$ cat src/rtl/luhn_nibble_feeder.sv
// rtl/luhn_nibble_feeder.sv - buffers a byte message, then feeds its size and nibbles to the Luhn checker
// Ports:
//   clock, rst                         rising-edge clock, synchronous active-high reset
//   in_data/in_last/in_valid/in_ready  byte stream in, in_last marks the final byte
//   size/size_valid/size_ready         nibble count of the buffered message
//   data/data_valid/data_ready         nibble stream out, high nibble first
//   trunc                              current message overflowed MAX_BYTES
module luhn_nibble_feeder #(
  parameter int MAX_BYTES = 16,
  parameter int SIZE_W    = 8
) (
  input  logic              clock,
  input  logic              rst,
  input  logic [7:0]        in_data,
  input  logic              in_last,
  input  logic              in_valid,
  output logic              in_ready,
  output logic [SIZE_W-1:0] size,
  output logic              size_valid,
  input  logic              size_ready,
  output logic [3:0]        data,
  output logic              data_valid,
  input  logic              data_ready,
  output logic              trunc
);

  localparam int         AW      = (MAX_BYTES > 1) ? $clog2(MAX_BYTES) : 1;
  localparam logic [7:0] MAX_CNT = 8'(MAX_BYTES);

  typedef enum logic [1:0] {S_LOAD, S_SIZE, S_DATA} state_t;

  state_t              state_q, state_d;
  logic [7:0]          count_q, count_d;
  logic [SIZE_W-1:0]   idx_q, idx_d;
  logic [SIZE_W-1:0]   size_q, size_d;
  logic [3:0]          data_q, data_d;
  logic                in_ready_q, in_ready_d;
  logic                size_valid_q, size_valid_d;
  logic                data_valid_q, data_valid_d;
  logic                trunc_q, trunc_d;

  logic [7:0]          mem_q [MAX_BYTES];
  logic                mem_we;
  logic [7:0]          stored;

  // Nibble to present next: nibble 0 when leaving SIZE, otherwise idx+1.
  // Registering it keeps data stable and aligned with data_valid.
  logic [SIZE_W-1:0]   nib_idx;
  logic [7:0]          nib_byte;
  logic [3:0]          nib_sel;

  always_comb begin
    nib_idx  = (state_q == S_SIZE) ? '0 : idx_q + 1'b1;
    nib_byte = mem_q[AW'(nib_idx >> 1)];
    nib_sel  = nib_idx[0] ? nib_byte[3:0] : nib_byte[7:4];
  end

  always_comb begin
    state_d      = state_q;
    count_d      = count_q;
    idx_d        = idx_q;
    size_d       = size_q;
    data_d       = data_q;
    in_ready_d   = in_ready_q;
    size_valid_d = size_valid_q;
    data_valid_d = data_valid_q;
    trunc_d      = trunc_q;
    mem_we       = 1'b0;
    stored       = count_q;

    case (state_q)
      S_LOAD: begin
        if (in_valid) begin
          if (count_q < MAX_CNT) begin
            mem_we = 1'b1;
            stored = count_q + 8'd1;
          end else begin
            trunc_d = 1'b1;
          end
          count_d = stored;
          if (in_last) begin
            size_d       = SIZE_W'({stored[6:0], 1'b0});
            state_d      = S_SIZE;
            in_ready_d   = 1'b0;
            size_valid_d = 1'b1;
          end
        end
      end
      S_SIZE: begin
        if (size_ready) begin
          state_d      = S_DATA;
          idx_d        = '0;
          size_valid_d = 1'b0;
          data_valid_d = 1'b1;
          data_d       = nib_sel;
        end
      end
      S_DATA: begin
        if (data_ready) begin
          if (idx_q == size_q - 1'b1) begin
            state_d      = S_LOAD;
            count_d      = '0;
            trunc_d      = 1'b0;
            data_valid_d = 1'b0;
            in_ready_d   = 1'b1;
          end else begin
            idx_d  = idx_q + 1'b1;
            data_d = nib_sel;
          end
        end
      end
      default: begin
        state_d = S_LOAD;
      end
    endcase
  end

  always_ff @(posedge clock) begin
    if (rst) begin
      state_q      <= S_LOAD;
      count_q      <= '0;
      idx_q        <= '0;
      size_q       <= '0;
      data_q       <= '0;
      in_ready_q   <= 1'b1;
      size_valid_q <= 1'b0;
      data_valid_q <= 1'b0;
      trunc_q      <= 1'b0;
    end else begin
      state_q      <= state_d;
      count_q      <= count_d;
      idx_q        <= idx_d;
      size_q       <= size_d;
      data_q       <= data_d;
      in_ready_q   <= in_ready_d;
      size_valid_q <= size_valid_d;
      data_valid_q <= data_valid_d;
      trunc_q      <= trunc_d;
    end
  end

  // Buffer contents need no reset; stale bytes are never read.
  always_ff @(posedge clock) begin
    if (mem_we) begin
      mem_q[AW'(count_q)] <= in_data;
    end
  end

  assign in_ready   = in_ready_q;
  assign size       = size_q;
  assign size_valid = size_valid_q;
  assign data       = data_q;
  assign data_valid = data_valid_q;
  assign trunc      = trunc_q;

endmodule

$ cat config.mk
export PLATFORM = sky130hd
export DESIGN_NAME = luhn_nibble_feeder
export DESIGN_NICKNAME = d
export VERILOG_FILES = /design/src/rtl/luhn_nibble_feeder.sv
export SDC_FILE = /design/constraint.sdc
export NUM_CORES = 1
export LEC_CHECK = 0
export ABC_AREA = 1
export CELL_PAD_IN_SITES_DETAIL_PLACEMENT = 1
export CELL_PAD_IN_SITES_GLOBAL_PLACEMENT = 2
export CORE_ASPECT_RATIO = 0.6
export CORE_MARGIN = 8
export CORE_UTILIZATION = 41
export CTS_BUF_LIST = sky130_fd_sc_hd__clkbuf_2
export CTS_CLUSTER_DIAMETER = 120
export CTS_CLUSTER_SIZE = 14
export DETAILED_ROUTE_END_ITERATION = 8
export GPL_TIMING_DRIVEN = 0
export MAX_ROUTING_LAYER = met4
export PLACE_DENSITY_LB_ADDON = 0.05
export SETUP_SLACK_MARGIN = 0.4
export SKIP_LAST_GASP = 1
export SYNTH_ARGS = -nofsm -noshare
export SYNTH_HDL_FRONTEND = slang
export SYNTH_SLANG_ARGS = --single-unit
export TNS_END_PERCENT = 10
$ cat constraint.sdc
create_clock -name clock -period 2.6 [get_ports clock]
set_clock_uncertainty 0.05 [all_clocks]
set_input_delay 0.65 -clock clock [delete_from_list [all_inputs] [get_ports clock]]
set_output_delay 0.65 -clock clock [all_outputs]
set_load 0.01 [all_outputs]
==> impl_metrics.yaml <==
status:
  status: "complete, no violations"
setup_path:
  crit_path_end: "data[3]"
  cp.arrival_ns: 1.68
  worstReg2RegStart: "count_q[7]"
  start_kind: "flop"
  critical_path_class: "reg2out"
  worst-path-stages: 1
  cpLargestDelayFamily: "buffers and inverters"
  cpPeakStageDelay_ns: 0.53
  cp_slowest_cell: "clkdlybuf4s50_1"
  cp.required_ns: 1.90
  r2r_slack_ns: 0.29
  r2r-end: "mem_q[5][7]"
  crit_buf_inv: 1
  crit_fanout: 2
  path_cells: "clkdlybuf4s50_1"
  critPathCaptureType: "output pin"
  startpoint: "data[3]"
  r2r_cells: 7
finish:
  drive_gt1_share_pct: 26.46
  layout_common_cells: "159 x nand2_1, 128 x edfxtp_1, 94 x nand3_1"
  fillerInstances: 2008
  layout.nets: 899
  post-route-util_pct: 52.16
  final_common_cell: "nand2_1"
  design_area_mm2: 0.009424
  n_antenna_cell: 0
  synthToLayoutAreaGrowth_pct: 24.43
detailed_routing:
  drt-wirelength-per-cell_um: 22.65
  wirelength_mm: 25.64
  vias_per_cell: 5.264
  vias: 5959
  initialDrtViolationCount: 502
  drc: 0
  first_pass_iters: 5
  ant_nets: 0
flow_run:
  max_cap_violations: 0
yosys:
  synth_top_cells_by_area: "edfxtp_1 51%, nand2_1 9.1%, dfxtp_1 8.7%, nand3_1 7.8%, inv_1 4.2%"
  avgSynthCellArea_um2: 9.503
  yosysWarningCount: 0
  ys_ff_latch: 161
  synthesis.instances: 797
  ys_seq_area_share_pct: 59.47
  syn_nets: 817
  netlist.area_leader.share_pct: 50.75
  ys_types: 38
  synth_area_mm2: 0.007574
  post-synth-top-area-cell: "edfxtp_1"
floorplan:
  die_w_um: 191.5
  die_h_um: 121.3
  core_area_mm2: 0.01807
  ios: 30
  rows: 38
  die_area_mm2: 0.02322
  initial_utilization_pct: 41.92
clock_network:
  htree_num_levels: 4
  cts_tree: "yes"
  clock-sinks: 161
  insertion_delay_ns: 0.79
  clockBufferDepth: 2
  clk_pin_slew_ns: 0.28
  cts_hold_buf: 0
  cts_root_buffer: "clkbuf_2"
  cts_buffers: 17
grt:
  antenna_found_initial: 0
  met2_usage_pct: 28.31
  grt_pass1_vias: 5676
  grt_max_degree: 17
  top_usage_layer: "met1"
  gr-usage-all-layers_pct: 22.36
  met3_usage_pct: 4.851
  grt_overflow: 0
  use_met1_pct: 35.22
  grt_first_pass_wirelength_mm: 36.40
sta:
  maxSlewHeadroom_pct: 34.22
  period_share_pct: 91.35
  fmax_mhz: 421.0
  setup_slack_ns: 0.2248
  hold_violations: 0
  final_max_slew_viol_count: 0
  period_minus_slack_ns: 2.375
  worst_pin_slew_ns: 0.9836
  rsz0062_at_grt: "true"
  setup_viol: 0
power_and_ir_drop:
  leakagePower_nw: 3.832
  ir_worst_vdd_v: 0.0004445
  power_mw: 7.591
  powerDensity_mw_per_mm2: 805.5
place:
  placed_cell_area_mm2: 0.008154
  place_ws_ns: -0.3457
  routabilityCongestion: 0.8871
  dp_hpwl_mm: 17.83
  place.port_buffers: 28
min_path:
  hold_depth: 2
  min_path_type: "reg2reg"
-- stage by stage --
stage / hold WS, ns / instances / TNS [ns]
after floorplan: 0.3627 / 797 / 0
final: 0.3980 / 1132 / 0
after detailed placement: 0.3856 / 1065 / -28.16
after global placement: 0.3766 / 1065 / -17.68
after CTS: 0.3743 / 1109 / 0
after global routing: 0.3806 / 1132 / 0
-- flip-flops by register name (all words and copies together) (netlist names) --
| signal | cells |
|---|---|
| mem_q | 128 |
| count_q | 8 |
| idx_q | 8 |
| size | 7 |
| data | 4 |
| state_q | 2 |
| data_valid | 1 |
| in_ready | 1 |
| size_valid | 1 |
| trunc | 1 |
-- cells in the mapped netlist (all sizes together) --
library cell  instances
nand4                 9
a21o                  1
xnor2                 4
or2                  17
dfxtp                33
nor2                 88
o211ai                1
inv                  91
nand3               122
o21bai                1
nor3                  3
a211oi                2
clkbuf                7
edfxtp              128
ha                    6
buf                  26
xor2                  7
clkinv                1
nand2               193
conb                  1
o21ai                14
a21oi                14
nand3b               28
-- logic make-up after synthesis --
| family | Yosys count | share of synthesized area [%] |
|---|---|---|
| adder cells (fa/ha/maj) | 6 | 0.9912 |
| other | 1 | 0.04951 |
| flip-flops | 161 | 59.47 |
| AO/OA/AOI/OAI | 33 | 2.544 |
| XOR/XNOR | 11 | 1.272 |
| buffers and inverters | 125 | 7.186 |
| AND/OR/NAND/NOR | 460 | 28.48 |
-- final cells by class --
type | count | area [um^2] | share of cell area [%]
flip-flops and latches | 161 | 4546 | 48.23
multi-input cells | 511 | 2979 | 31.61
repair buffers | 63 | 654.4 | 6.944
inverters | 92 | 356.6 | 3.784
plain buffers | 33 | 307.8 | 3.266
well taps | 240 | 300.3 | 3.186
clock inverters | 14 | 190.2 | 2.018
clock buffers | 18 | 90.09 | 0.9559
-- power breakdown --
group | internal [mW] | total [mW] | leakage (nW) | switching [mW]
clock | 0.628 | 1.57 | 0.144 | 0.939
combinational | 1.10 | 2.99 | 2.25 | 1.90
sequential | 2.94 | 3.03 | 1.43 | 0.0917
-- timing repair --
item | 4_1_cts | 5_1_grt
pin swaps | 6 | 37
setup endpoints to repair | 167 | 167
resized for setup | 64 | 158
gates cloned | 0 | 3
buffers inserted | 12 | 20
-- worst register-to-register path: stages, from the launching register on --
cell	delay [ns]
dfxtp_1	0.37
nor2_1	0.13
nand2_1	0.10
nor2_2	0.27
nand2_1	0.12
nor2_1	0.29
nand2_1	0.34
nor2_4	0.35
-- worst min path at each step --
stage	startpoint	to	slack [ns]
3_3_place_gp	count_q[5]	count_q[5]	0.38
2_1_floorplan	count_q[5]	count_q[5]	0.36
3_5_place_dp	count_q[5]	count_q[5]	0.39
5_1_grt	size_ready	state_q[0]	0.38
6_report	count_q[6]	size[7]	0.40
4_1_cts	rst	size[5]	0.37
-- routing by layer --
layer	routed length (um)	share of wire (%)
met5	0	0
met4	173	0.67
met3	1599	6.2
met2	10320	40
met1	13550	53
Power figures use the tool's default switching activity.
